--- config.mk ---
export PLATFORM = sky130hd
export DESIGN_NAME = booth_accumulator
export DESIGN_NICKNAME = d
export VERILOG_FILES = /design/src/rtl/booth_pkg.sv /design/src/rtl/booth_accumulator_sat_add.sv /design/src/rtl/booth_accumulator.sv
export SDC_FILE = /design/constraint.sdc
export NUM_CORES = 1
export LEC_CHECK = 0
export ABC_AREA = 1
export CAP_MARGIN = 20
export CORE_ASPECT_RATIO = 0.5
export CORE_MARGIN = 4
export CORE_UTILIZATION = 57
export CTS_CLUSTER_DIAMETER = 100
export DETAILED_ROUTE_END_ITERATION = 8
export PLACE_DENSITY = 0.85
export REMOVE_ABC_BUFFERS = 1
export SETUP_SLACK_MARGIN = 0.4
export SLEW_MARGIN = 20
export SYNTH_ARGS = -nofsm -noshare
export SYNTH_HDL_FRONTEND = slang
export SYNTH_SLANG_ARGS = --single-unit
--- constraint.sdc ---
create_clock -name clk -period 4.7 [get_ports clk]
set_input_delay 1.41 -clock clk [delete_from_list [all_inputs] [get_ports clk]]
set_output_delay 1.41 -clock clk [all_outputs]
set_load 0.005 [all_outputs]
--- src/rtl/booth_pkg.sv ---
// Shared types and defaults for the Booth multiplier / accumulator datapath.
// Holds the accumulator FSM encoding, default widths and a sign-extend helper.
package booth_pkg;

  localparam int N_DEF       = 4;
  localparam int LEN_MAX_DEF = 16;

  typedef enum logic [1:0] {
    IDLE  = 2'd0,
    ACCUM = 2'd1,
    DONE  = 2'd2
  } acc_state_t;

  // Replicate bit w-1 into all higher bits of a 64-bit container.
  function automatic logic [63:0] sext(
    input logic [63:0] x,
    input int          w
  );
    logic [63:0] r;
    r = x;
    for (int i = 0; i < 64; i++) begin
      if (i >= w) r[i] = x[w-1];
    end
    return r;
  endfunction

endpackage

--- src/rtl/booth_accumulator_sat_add.sv ---
// W-bit two's complement adder with signed overflow flag.
// Ports: a, b in; sum, ovf out. Clamps on overflow with BOOTH_ACC_SAT_EN.
module sat_add #(
  parameter int W = 12
) (
  input  logic [W-1:0] a,
  input  logic [W-1:0] b,
  output logic [W-1:0] sum,
  output logic         ovf
);

  logic [W-1:0] raw;

  assign raw = a + b;
  // Same-sign operands whose result flips sign.
  assign ovf = (a[W-1] == b[W-1]) && (raw[W-1] != a[W-1]);

`ifdef BOOTH_ACC_SAT_EN
  localparam logic [W-1:0] MAXV = {1'b0, {(W-1){1'b1}}};
  localparam logic [W-1:0] MINV = {1'b1, {(W-1){1'b0}}};

  // Direction of overflow follows the shared operand sign.
  assign sum = ovf ? (a[W-1] ? MINV : MAXV) : raw;
`else
  assign sum = raw;
`endif

endmodule

--- src/rtl/booth_accumulator.sv ---
// Sums len signed 2N-bit products into an ACC_W accumulator, pulses done.
// Ports: clk, rst(async low), start, len, prod_valid/prod/prod_ready, acc, busy, done, ovf. Option: BOOTH_ACC_SAT_EN.
module booth_accumulator
  import booth_pkg::*;
#(
  parameter  int N       = N_DEF,
  parameter  int LEN_MAX = LEN_MAX_DEF,
  parameter  int ACC_W   = 2*N + $clog2(LEN_MAX),
  localparam int LW      = $clog2(LEN_MAX + 1)
) (
  input  logic             clk,
  input  logic             rst,
  input  logic             start,
  input  logic [LW-1:0]    len,
  input  logic             prod_valid,
  input  logic [2*N-1:0]   prod,
  output logic             prod_ready,
  output logic [ACC_W-1:0] acc,
  output logic             busy,
  output logic             done,
  output logic             ovf
);

  acc_state_t       state;
  logic [LW-1:0]    len_q;
  logic [LW-1:0]    len_sat;
  logic [LW-1:0]    cnt;
  logic [LW-1:0]    cnt_nxt;
  logic [ACC_W-1:0] prod_ext;
  logic [ACC_W-1:0] sum;
  logic             add_ovf;
  logic             accept;

  assign len_sat  = (len > LW'(LEN_MAX)) ? LW'(LEN_MAX) : len;
  assign cnt_nxt  = cnt + LW'(1);
  assign accept   = prod_valid && prod_ready;
  assign prod_ext = ACC_W'(sext(64'(prod), 2*N));

  sat_add #(
    .W(ACC_W)
  ) u_add (
    .a  (acc),
    .b  (prod_ext),
    .sum(sum),
    .ovf(add_ovf)
  );

  always_ff @(posedge clk or negedge rst) begin
    if (!rst) begin
      state      <= IDLE;
      len_q      <= '0;
      cnt        <= '0;
      acc        <= '0;
      prod_ready <= 1'b0;
      busy       <= 1'b0;
      done       <= 1'b0;
      ovf        <= 1'b0;
    end else begin
      unique case (state)
        IDLE: begin
          if (start) begin
            acc  <= '0;
            ovf  <= 1'b0;
            cnt  <= '0;
            busy <= 1'b1;
            if (len == '0) begin
              state <= DONE;
              done  <= 1'b1;
            end else begin
              state      <= ACCUM;
              len_q      <= len_sat;
              prod_ready <= 1'b1;
            end
          end
        end
        ACCUM: begin
          if (accept) begin
            acc <= sum;
            ovf <= ovf | add_ovf;
            cnt <= cnt_nxt;
            if (cnt_nxt == len_q) begin
              state      <= DONE;
              prod_ready <= 1'b0;
              done       <= 1'b1;
            end
          end
        end
        DONE: begin
          state <= IDLE;
          done  <= 1'b0;
          busy  <= 1'b0;
        end
        default: begin
          state      <= IDLE;
          prod_ready <= 1'b0;
          done       <= 1'b0;
          busy       <= 1'b0;
        end
      endcase
    end
  end

endmodule
==> flow_summary_export.csv, run 1 <==
group,metric,value,unit
timing,fmax,338,MHz
worst_setup_path,cp_common_cell,"nand2_1",
cells_and_area,utilization,75.7,%
clock_network,cts_tree,"built",
floorplanning,die_w,90.7,um
detailed_routing,wire_per_inst,12.5,um
worst_setup_path,cp.arrival,3.18,ns
floorplanning,ios,33,
detailed_routing,first_pass_iters,4,
timing,period_needed,2.96,ns
clock_network,cts_resized,0,
cells_and_area,syn2layout_area_growth,21.6,%
timing,clock-skew-final,0.00598,ns
worst_setup_path,crit_slowest_cell,"fa_1",
cells_and_area,finalNonFillerCells,335,
timing,worst_pin_slew,0.367,ns
detailed_routing,drc,0,
worst_setup_path,crit_type,"input pin to flop",
timing,setup-tns-final,0,ns
global_routing,grt_pass1_wl,7.42,mm
clock_network,root_buffer,"clkbuf_8",
worst_setup_path,required,4.92,ns
cells_and_area,antenna_cells,0,
floorplanning,die_h,49.4,um
worst_setup_path,crit_chain,"clkdlybuf4s50_1 > ha_1 > fa_1 > nand3_1 > nand2_1 > nand2_1 > o211ai_1 > a21oi_2 > o21ai_1 > nand2_1",
floorplanning,die_area,0.00448,mm2
logic_synthesis,avgSynthCellArea,7.50,um2
worst_setup_path,critPathMaxFanout,4,
place,hpwl,3.18,mm
worst_setup_path,slowest_delay,0.46,ns
power,leakage,1.20,nW
timing,slew-limit-headroom,75.5,%
logic_synthesis,syn_inst,260,
detailed_routing,ant_nets,0,
clock_network,cts_sinks,28,
detailed_routing,vias_per_cell,5.37,
power,ir_drop,0.114,mV
place,gp_congestion,0.917,
cells_and_area,fin_nets,326,
timing,slew_violations,0,
global_routing,grt.overflow.total,0,
cells_and_area,n_fill_cell,243,
logic_synthesis,synth_seq_cells,28,
global_routing,track_usage,20.0,%
run,drv_cap,0,
clock_network,worstSkewPairLatency,0.28,ns
timing,min_period_over_period,62.9,%
floorplanning,initial_core_util,62.2,%
detailed_routing,drt_wl_total,4.19,mm
clock_network,htree_levels,1,
worst_setup_path,setup.worst_path.start_class,"input pin",
place,port_buffers,32,
cells_and_area,drive_gt1_share,12.5,%
timing,rsz0062_at_grt,"false",
worst_setup_path,cp-end-kind,"flop",
clock_network,cts_buffers,3,
logic_synthesis,synth_seq_area_share,35.9,%
place,dp_cells,331,
outcome,status,"completed",
clock_network,post_cts_buffers,0,
global_routing,antenna_found_initial,0,
clock_network,hold_buffers,0,
worst_hold_path,hold_class,"flop to flop",
timing,hold_violations,0,
detailed_routing,vias,1799,
clock_network,path_clk_slew,0.10,ns
power,power_density,203,mW/mm2
global_routing,first_global_vias,1782,
floorplanning,core_area,0.00314,mm2
logic_synthesis,synth_area,0.00195,mm2
floorplanning,core.rowCount,14,
logic_synthesis,ys_warn_count,0,
logic_synthesis,synth.distinct_cells,28,
global_routing,grt_max_degree,29,
clock_network,clk_path_buf_depth,2,
detailed_routing,drt_iter0_drc,66,
timing,finalSetupViolations,0,
==> logic make-up after synthesis <==
| logic type | Yosys count | share of synthesized area, % |
|---|---|---|
| and+or+nand+nor | 138 | 31.8 |
| AOI/OAI and AO/OA | 44 | 14.6 |
| buffers and inverters | 35 | 8.02 |
| DFF | 28 | 35.9 |
| adders and majority gates | 13 | 8.72 |
| xor gates and xnor gates | 2 | 0.898 |
==> worst max-delay path: cells and delay by family <==
family	cells	cell delay (ns)
buffers and inverters	1	0.41
adder cells (fa/ha/maj)	2	0.70
AND/OR/NAND/NOR	4	0.34
AO/OA/AOI/OAI	3	0.32
==> layout by cell type, fill, tap and decap left out, types with 3 or more instances in the layout <==
master / netlist / layout
a21oi_1: 12 / 12
a21oi_2: 4 / 4
clkbuf_8: 0 / 3
clkdlybuf4s50_1: 0 / 32
dfrtp_1: 28 / 28
ha_1: 12 / 12
inv_1: 30 / 30
nand2_1: 73 / 73
nand2_2: 10 / 10
nand3_1: 20 / 20
nand4_1: 6 / 6
nor2_1: 22 / 22
nor2_2: 3 / 3
o21ai_0: 9 / 9
o21ai_1: 4 / 4
o21ai_2: 5 / 5
o22ai_1: 3 / 3
==> worst paths after layout <==
path | slack [ns] | to | from | cells after the start
max | 1.74 | acc[8]$_DFFE_PN0P_ | prod[0] | 10
min | 0.49 | done$_DFFE_PN0P_ | done$_DFFE_PN0P_ | 2
max reg2reg | 2.88 | acc[8]$_DFFE_PN0P_ | acc[0]$_DFFE_PN0P_ | 9
min reg2reg | 0.49 | done$_DFFE_PN0P_ | done$_DFFE_PN0P_ | 2
max in group asynchronous | 2.93 | cnt[1]$_DFFE_PN0P_ | rst | 2
min in group asynchronous | 1.50 | acc[3]$_DFFE_PN0P_ | rst | 2
==> synthesized netlist by cell type (all sizes together) <==
| library cell | number | area [um2] |
|---|---|---|
| ha | 12 | 150 |
| nand4 | 6 | 37.5 |
| o21ai | 18 | 109 |
| nand2 | 85 | 359 |
| nor2 | 27 | 124 |
| o31ai | 1 | 12.5 |
| o21a | 2 | 15.0 |
| xnor2 | 2 | 17.5 |
| nand3 | 20 | 100 |
| a22o | 2 | 20.0 |
| o211ai | 1 | 7.51 |
| inv | 33 | 129 |
| a21oi | 16 | 95.1 |
| o22ai | 3 | 18.8 |
| a21o | 1 | 7.51 |
| buf | 2 | 27.5 |
| fa | 1 | 20.0 |
| dfrtp | 28 | 701 |
==> cell type report <==
cell class                 instances  area [um2]  share of cell area (%)
inverter                          33         129                    5.43
clock inverter                     1        30.0                    1.27
multi-input combinational        197        1090                    46.1
tap                               40        50.0                    2.11
sequential                        28         701                    29.5
clock buffer                       3        41.3                    1.74
timing repair buffer              33         328                    13.8
==> per-layer routing <==
layer,global-route usage (%),part of all wire [%],vias to the layer above
met4,7.11,1.6,0
li1,-,-,918
met2,35.8,47,48
met5,0,0,-
met3,4.16,4.9,7
met1,24.0,46,826
==> where the power goes <==
group,internal [mW],switching [mW],leakage [nW]
registers,0.241,0.000644,0.352
logic,0.0215,0.0247,0.815
clock network,0.114,0.0794,0.0357
total,0.377,0.105,1.20
==> stage by stage <==
step / hold WS [ns] / power [mW] / area [um2] / setup WS, ns
floorplan: 0.464 / 0.268 / 1920 / 2.02
global placement: 0.456 / 0.292 / 2300 / 1.53
detailed placement: 0.466 / 0.293 / 2300 / 1.47
CTS: 0.490 / 0.487 / 2370 / 1.75
global route: 0.545 / 0.509 / 2370 / 1.60
finish: 0.486 / 0.482 / 2370 / 1.74
==> registers in the layout, summed over array words and instances (netlist names) <==
signal and cells:
prod_ready 1, cnt 5, len_q 5, ovf 1, acc 12, state 2, busy 1, done 1
Note: power is estimated with default switching activity, not from simulation.
==> run 2, diff against run 1 <==
Settings changed: CORE_UTILIZATION 57 to 48, PLACE_DENSITY 0.85 to 0.76.
Clock period 4.7 ns to 2.7 ns, I/O delays scaled along.
==> run 2 against run 1 <==
  * First-iteration DRC count is 30% higher
  * Non-clock buffer count is 2 higher
  * Critical path depth is 1 higher
  * Sequential power is 74% higher
  * Design area is 4.4% higher
  * Critical path type unchanged
  * Largest power group unchanged
==> flow_summary_export.csv, run 2 (synthesized netlist as in run 1, its figures left out) <==
group,metric,value,unit
cells_and_area,n_fill_cell,367,
global_routing,grt_max_degree,29,
worst_setup_path,endpoint,"ovf$_DFFE_PN0P_",
power,power_density,344,mW/mm2
power,ir_drop,0.199,mV
worst_setup_path,rrSetupSlack,0.96,ns
detailed_routing,wire_per_inst,13.1,um
cells_and_area,largest_reg_flops,12,
floorplanning,initial_core_util,50.0,%
cells_and_area,finalNonFillerCells,351,
worst_setup_path,crit_type,"input pin to flop",
cells_and_area,layout_commonest_cell,"nand2_1",
worst_setup_path,critPathMaxFanout,5,
place,gp_congestion,0.823,
timing,min_period_over_period,82.7,%
global_routing,grt.overflow.total,0,
worst_setup_path,rr_worst_depth,8,
detailed_routing,drt_wl_total,4.60,mm
cells_and_area,final_cell_mix,"nand2_1, clkdlybuf4s50_1, inv_1",
global_routing,grt_pass1_wl,7.67,mm
floorplanning,die_area,0.00521,mm2
floorplanning,core.rowCount,16,
worst_setup_path,required,2.91,ns
place,hpwl,3.24,mm
timing,finalWorstSetupSlack,0.466,ns
timing,finalSetupViolations,0,
detailed_routing,drc,0,
cells_and_area,drive_gt1_share,17.5,%
timing,setup-tns-final,0,ns
floorplanning,ios,33,
worst_setup_path,crit_start,"prod[5]",
worst_setup_path,setup.worst_path.start_class,"input pin",
timing,rsz0062_at_grt,"true",
timing,slew-limit-headroom,70.9,%
worst_setup_path,cp-end-kind,"flop",
detailed_routing,vias,1809,
cells_and_area,utilization,63.5,%
place,place_area,0.00233,mm2
outcome,status,"completed",
power,leakage,1.20,nW
worst_setup_path,r2r_start,"acc[3]$_DFFE_PN0P_",
run,drv_cap,0,
detailed_routing,vias_per_cell,5.15,
cells_and_area,reg.largest.list,"acc: 12 flops, cnt: 5 flops, len_q: 5 flops",
place,place_ws,0.0795,ns
worst_hold_path,hold_class,"flop to flop",
cells_and_area,largest-register,"acc",
clock_network,hold_buffers,0,
clock_network,path_clk_slew,0.10,ns
cells_and_area,multi_input_area,0.00117,mm2
power,power,852,uW
timing,fmax,448,MHz
global_routing,track_usage,18.6,%
cells_and_area,antenna_cells,0,
worst_setup_path,rr_endpoint,"ovf$_DFFE_PN0P_",
global_routing,first_global_vias,1704,
cells_and_area,regArea,701,um2
clock_network,clk_path_buf_depth,2,
detailed_routing,drt_iter0_drc,86,
floorplanning,die_w,98.2,um
clock_network,worstSkewPairLatency,0.28,ns
detailed_routing,ant_nets,0,
clock_network,cts_buffers,3,
timing,slew_violations,0,
place,port_buffers,32,
place,dp_cells,346,
timing,period_needed,2.23,ns
clock_network,cts_sinks,28,
worst_setup_path,cp.arrival,2.45,ns
cells_and_area,syn2layout_area_growth,27.0,%
cells_and_area,fin_nets,328,
clock_network,htree_levels,1,
timing,hold_violations,0,
timing,clock-skew-final,0.00802,ns
floorplanning,core_area,0.00390,mm2
global_routing,antenna_found_initial,0,
timing,holdWs,0.488,ns
clock_network,cts_tree,"built",
clock_network,root_buffer,"clkbuf_8",
timing,worst_pin_slew,0.437,ns
detailed_routing,first_pass_iters,4,
cells_and_area,fin_area,0.00248,mm2
floorplanning,die_h,53.1,um
[run 2: cell types whose count changed in the layout (fill, tap and decap cells not counted), sizes merged]
cell           delta
buf               +2
clkdlybuf4s50     -1
dlygate4sd2       +1
[run 2: metal layers]
layer  vias up  GRT usage [%]  share of wire, %
li1        925              -                 -
met3        12           3.82               5.3
met2        70           33.0                47
met5         -              0                 0
met4         0           4.99               2.1
met1       802           23.6                45
[run 2: report_power, final]
group          internal, mW  switching (mW)  total (mW)
Clock                 0.199           0.142       0.341
Sequential            0.420         0.00115       0.421
Combinational        0.0419          0.0484      0.0902
[run 2: what timing repair did]
action                                  in CTS  in global routing
resized for setup                            5                 10
endpoints found under the setup margin       3                  7
buffers inserted                             0                  1
pin swaps                                    0                  1
[run 2: critical path: stages]
cell	delay, ns
clkdlybuf4s50_1	0.47
ha_2	0.30
nand2_1	0.16
inv_1	0.06
nand2_1	0.06
nand2_1	0.08
nand2_1	0.10
nand3_1	0.14
nand2_1	0.09
nand3_1	0.07
a21oi_1	0.12
[run 2: worst min path at each step]
stage | startpoint | end | slack (ns) | depth (start not counted)
finish | done$_DFFE_PN0P_ | done$_DFFE_PN0P_ | 0.49 | 2
CTS | done$_DFFE_PN0P_ | done$_DFFE_PN0P_ | 0.49 | 2
detailed placement | done$_DFFE_PN0P_ | done$_DFFE_PN0P_ | 0.47 | 2
floorplan | done$_DFFE_PN0P_ | done$_DFFE_PN0P_ | 0.46 | 2
global placement | done$_DFFE_PN0P_ | done$_DFFE_PN0P_ | 0.46 | 2
global route | ovf$_DFFE_PN0P_ | ovf$_DFFE_PN0P_ | 0.54 | 2
[run 2: area by class of cell]
class	instances	share of cell area, %
multi-input combinational	197	47.1
sequential	28	28.3
timing repair buffer	35	13.8
inverter	33	5.20
tap	54	2.73
clock buffer	3	1.67
clock inverter	1	1.21
==> run 3, diff against run 2 <==
Settings changed: CORE_UTILIZATION 48 to 53, PLACE_DENSITY 0.76 to 0.8.
Clock period 2.7 ns to 2.2 ns, I/O delays scaled along.
==> run 3 against run 2 <==
  * Clock skew fell by 0.0022 ns
  * Die area fell by 8.4%
  * First-iteration DRC count rose by 27%
  * Final cell count rose by 10%
  * Hold slack got worse by 0.012 ns
  * Wire length rose by 40%
  * Sequential cell count did not move
  * Combinational power rose by 73%
  * Power rose by 29%
  * Non-clock buffer count rose by 39
  * Largest cell class unchanged
  * Highest routed layer unchanged
==> flow_summary_export.csv, run 3 (synthesized netlist as in run 1, its figures left out) <==
group,metric,value,unit
outcome,status,"completed",
power,power_frac_comb,14.2,%
worst_setup_path,setup.worst_path.start_class,"flop",
power,power.internal,832,uW
worst_setup_path,crit_slowest_cell,"dfrtp_1",
power,ir_drop,0.272,mV
power,power_density,375,mW/mm2
cells_and_area,layout_commonest_cell,"nand2_1",
floorplanning,die_h,50.9,um
global_routing,first_global_vias,2164,
cells_and_area,syn2layout_area_growth,50.6,%
clock_network,clk_path_buf_depth,2,
detailed_routing,wl_met3,361,um
place,hpwl,3.50,mm
floorplanning,die_area,0.00477,mm2
timing,setup-tns-final,0,ns
power,p_seq_share,46.9,%
global_routing,antenna_found_initial,0,
worst_setup_path,crit_type,"flop to flop",
power,p_sw,269,uW
cells_and_area,multi_input_area,0.00135,mm2
timing,period_needed,1.88,ns
clock_network,cts_sinks,28,
worst_setup_path,rr_worst_depth,10,
detailed_routing,vias_per_cell,5.60,
cells_and_area,regArea,706,um2
timing,min_period_over_period,85.3,%
worst_setup_path,required,2.44,ns
cells_and_area,final_cell_mix,"nand2_1, buf_4, inv_1",
worst_hold_path,hold_depth,2,
timing,clock-skew-final,0.00582,ns
cells_and_area,largest_reg_flops,12,
timing,rsz0062_at_grt,"true",
detailed_routing,vias,2166,
clock_network,hold_buffers,0,
place,gp_congestion,0.837,
worst_setup_path,critPathMaxFanout,3,
global_routing,track_usage,25.2,%
timing,slew_violations,0,
timing,worst_pin_slew,0.385,ns
timing,finalWorstSetupSlack,0.323,ns
floorplanning,ios,33,
detailed_routing,first_pass_iters,5,
power,p_clk_share,39.0,%
worst_setup_path,cp-end-kind,"flop",
global_routing,grt_pass1_wl,9.63,mm
power,power.share.switching,24.4,%
cells_and_area,fin_nets,367,
timing,hold_violations,0,
cells_and_area,largest-register,"acc",
place,place_ws,-0.201,ns
clock_network,htree_levels,1,
floorplanning,initial_core_util,55.9,%
detailed_routing,drc,0,
timing,fmax,533,MHz
worst_setup_path,cp.arrival,2.11,ns
detailed_routing,wl_met1,2.61,mm
cells_and_area,reg.largest.list,"acc: 12 flops, cnt: 5 flops, len_q: 5 flops",
worst_setup_path,slowest_delay,0.42,ns
detailed_routing,drt_wl_total,6.44,mm
run,drv_cap,0,
floorplanning,core_area,0.00349,mm2
detailed_routing,met2WireLength,3.18,mm
clock_network,path_clk_slew,0.11,ns
cells_and_area,antenna_cells,0,
power,leakage,1.55,nW
worst_setup_path,cp_common_cell,"nand2_2",
detailed_routing,wire_per_inst,16.6,um
detailed_routing,highest_layer,"met4",
floorplanning,die_w,93.8,um
global_routing,grt_max_degree,29,
detailed_routing,drt_iter0_drc,109,
timing,finalSetupViolations,0,
clock_network,cts_buffers,3,
clock_network,cts_tree,"built",
clock_network,root_buffer,"clkbuf_8",
floorplanning,core.rowCount,15,
cells_and_area,n_fill_cell,185,
cells_and_area,drive_gt1_share,37.8,%
clock_network,worstSkewPairLatency,0.29,ns
detailed_routing,ant_nets,0,
worst_hold_path,hold_class,"flop to flop",
place,port_buffers,32,
timing,slew-limit-headroom,74.3,%
worst_setup_path,crit_chain,"buf_6 > ha_4 > fa_2 > nand3_2 > nand2_2 > nand2_2 > o211ai_1 > a21oi_2 > o21ai_1 > nand2_1",
global_routing,grt.overflow.total,0,
[run 3: cell count changes in the layout (fill, tap and decap cells not counted), sizes merged]
cell           before  now
buf                 3   43
clkbuf              3    4
clkdlybuf4s50      31    7
dlygate4sd2         1   19
dlymetal6s2s        0    4
[run 3: critical path, delay by kind of cell, from the launching register on]
| kind | cells | cell delay, ns |
|---|---|---|
| adder cells (fa/ha/maj) | 2 | 0.55 |
| buffers and inverters | 1 | 0.14 |
| AO/OA/AOI/OAI | 3 | 0.42 |
| flip-flops | 1 | 0.42 |
| AND/OR/NAND/NOR | 4 | 0.30 |
[run 3: metal layers]
| layer | vias to the layer above | global-route usage [%] |
|---|---|---|
| li1 | 1001 | - |
| met5 | - | 0 |
| met4 | 0 | 8.63 |
| met1 | 1011 | 29.7 |
| met2 | 115 | 46.1 |
| met3 | 39 | 5.29 |
[run 3: what timing repair did]
action | in CTS | in global routing
endpoints found under the setup margin | 31 | 17
pin swaps | 10 | 11
resized for setup | 59 | 29
buffers inserted | 15 | 8
[run 3: through the flow]
stage	cells	hold slack, ns	instance area [um2]	total power, mW	utilization (%)
final	387	0.475	2940	1.10	84.2
after global routing	387	0.541	2940	1.14	84.2
after CTS	379	0.480	2790	1.08	80.0
after detailed placement	360	0.460	2450	0.646	70.2
after global placement	360	0.455	2450	0.642	70.2
after floorplan	258	0.364	1920	0.572	-
[run 3: path summary, 6_finish.rpt]
kind | slack [ns] | endpoint | start
min | 0.48 | done$_DFFE_PN0P_ | done$_DFFE_PN0P_
min in group asynchronous | 0.74 | acc[6]$_DFFE_PN0P_ | rst
max in group asynchronous | 1.15 | cnt[1]$_DFFE_PN0P_ | rst
max | 0.32 | acc[8]$_DFFE_PN0P_ | acc[0]$_DFFE_PN0P_
max reg2reg | 0.32 | acc[8]$_DFFE_PN0P_ | acc[0]$_DFFE_PN0P_
min reg2reg | 0.48 | done$_DFFE_PN0P_ | done$_DFFE_PN0P_
[run 3: final cells by class]
cell class / count / area share, %
Clock inverter: 1 / 1.02
Timing Repair Buffer: 74 / 21.2
Multi-Input combinational cell: 197 / 45.8
Tap cell: 51 / 2.17
Clock buffer: 3 / 1.41
Inverter: 33 / 4.39
Sequential cell: 28 / 24.0
[run 3: power groups by stage]
| stage | clock [mW] | combinational, mW | sequential, mW |
|---|---|---|---|
| 6_report | 0.429 | 0.156 | 0.516 |
| 5_1_grt | 0.455 | 0.166 | 0.516 |
| 4_1_cts | 0.429 | 0.138 | 0.516 |
| 3_5_place_dp | 0 | 0.119 | 0.527 |
| 3_3_place_gp | 0 | 0.116 | 0.527 |
| 2_1_floorplan | 0 | 0.0450 | 0.527 |
==> RTL change: new RTL, settings of run 1 <==
Re-encode `acc_state_t` (3 states) as one-hot, 3 bits wide.
--- a/src/rtl/booth_pkg.sv
+++ b/src/rtl/booth_pkg.sv
@@ -5,10 +5,10 @@
   localparam int N_DEF       = 4;
   localparam int LEN_MAX_DEF = 16;
 
-  typedef enum logic [1:0] {
-    IDLE  = 2'd0,
-    ACCUM = 2'd1,
-    DONE  = 2'd2
+  typedef enum logic [2:0] {
+    IDLE  = 3'b001,
+    ACCUM = 3'b010,
+    DONE  = 3'b100
   } acc_state_t;
 
   // Replicate bit w-1 into all higher bits of a 64-bit container.
Formal check against the unedited RTL: same outputs for any inputs over 10 cycles, from zero or initial values and one cycle with rst low; not proved beyond that.
==> RTL change against run 1 <==
Sequential cell count grew 1. First-iteration DRC count increased by 86%. Non-clock buffer count unchanged. Synthesized area down 4.2%. Setup slack worse by 0.11 ns. Final cell count down 3.6%. Final area decreased by 1.7%. Wire length up 9.1%. Highest routed layer unchanged.
Power is not compared: it rests on default switching activity, and its combinational part moved more than twofold at a synthesized area within 25%.
==> RTL change: results (changes against run 1) <==
dp_cells: 315  # -4.8%
max_stage_delay_ns: 0.54  # +0.08 ns
grt_pass1_wl_um: 7580  # +2.1%
synth_commonest_cells: "70 x nand2_1, 28 x dfrtp_1, 28 x inv_1, 22 x nand3_1, 16 x nor2_1"
nFillCells: 234  # -3.7%
synth_area_leaders: "dfrtp_1 38%, nand2_1 14%, ha_1 8.0%"
grt_antenna_before_repair: 0  # unchanged
insertion_delay_ns: 0.29
peakVddDrop_uv: 308
nNetsFinal: 312  # -4.3%
path_delay_family: "compound AO/OA/AOI/OAI gates"
grt_use_total: 0.226  # +0.0264
first_global_vias: 1722  # -3.4%
slowest_stage: "clkdlybuf4s50_1"
dp_hpwl_um: 3360  # +5.6%
worst-path-max-fanout: 6  # +2
synth_cell_types: 29  # +3.6%
cts_setup_buffers: 0  # unchanged
relSlewSlack: 0.749  # -0.00606
layout-drive-gt1-share: 0.0777  # -0.0477
hold_path.class: "reg2reg"
htreeDepth: 2  # +1
synth_flop_cell: "dfrtp_1"
clkTransAtPathRegs_ns: 0.07  # -0.03 ns
grt_max_degree: 30  # +3.4%
num_antenna_cells: 0  # unchanged
port_buffers: 32  # unchanged
status: "finished, final reports clean"
final_common_cell: "nand2_1"
power.leakage_uw: 0.00121
firstDrtPassIters: 4  # unchanged
place_congestion: 0.902  # -1.6%
clock_skew_ns: 0.00589  # -0.0000930 ns
drt-wirelength-per-cell_um: 14.2  # +13%
via_per_inst: 5.67  # +5.5%
placed_area_um2: 2230  # -3.0%
ys_warn_count: 0  # unchanged
fin_cells: 323  # -3.6%
syn-instance-count: 244  # -6.2%
clockBufferDepth: 2  # unchanged
clockRootBuffer: "clkbuf_8"
async_reset_ff_frac: 1.00  # unchanged
largest_registers: "acc: 12 flops, cnt: 5 flops, len_q: 5 flops"
drt_iter0_drc: 123  # +86%
yosysSeqAreaShare: 0.389  # +0.0299
cts.repair.resized: 0  # unchanged
cts_made_buffers: 5  # +2
worst-endpoint-arrival_ns: 3.25  # +0.07 ns
RTL change: cell count changes after synthesis, sizes merged, moves of 3 or more:
cell and change:
nand3 +3, a21oi -3, a21o +3, o22ai +3, nand2 -14, nor2 -10
RTL change: power by group:
part,internal [uW],leakage (uW),switching (uW),total (uW)
Clock,132,0.0000542,106,238
Sequential,313,0.000388,50.0,363
Combinational,179,0.000767,235,414
RTL change: routing by layer:
metal / track usage / wire [um] / vias to the layer above
met4: 0.106 / 142 / 0
met5: 0 / 0 / -
met2: 0.369 / 2210 / 71
li1: - / - / 884
met3: 0.0644 / 258 / 20
met1: 0.275 / 1970 / 855
RTL change: cells by family (layout without fill, tap and decap cells):
group	after synthesis	in the layout	synth area share
AOI/OAI and AO/OA	44	44	0.143
xor gates and xnor gates	3	3	0.0141
adders and majority gates	13	13	0.0911
buffers and inverters	34	73	0.0723
DFF	29	29	0.389
and+or+nand+nor	121	121	0.290
RTL change: tightest hold or removal path, delay by kind of cell (launching register included):
family,cells,cell delay [ns]
flip-flops,1,0.34
AND/OR/NAND/NOR,2,0.10
RTL change: layout make-up:
class | instances | area (um^2) | area share
well taps | 40 | 50.0 | 0.0215
multi-input cells | 181 | 1010 | 0.431
repair buffers | 33 | 328 | 0.141
flip-flops and latches | 29 | 727 | 0.312
clock inverters | 1 | 5.00 | 0.00215
clock buffers | 7 | 96.3 | 0.0413
inverters | 32 | 120 | 0.0515
RTL change: final timing paths:
path | startpoint | slack (ns) | to | cells after the start
setup / recovery | prod[7] | 1.64 | acc[11] | 8
hold / removal | done | 0.48 | done | 2
setup reg to reg | state[2] | 2.85 | acc[0] | 5
hold reg to reg | done | 0.48 | done | 2
max in group asynchronous | rst | 2.89 | state[0] | 2
min in group asynchronous | rst | 1.50 | len_q[4] | 2
RTL change: metrics by stage:
stage	hold WS, ns	worst slack [ns]	total power, uW
detailed placement	0.466	1.37	777
finish	0.480	1.64	1020
global placement	0.469	1.47	758
global route	0.527	1.53	1090
CTS	0.488	1.67	1020
floorplan	0.464	2.09	632
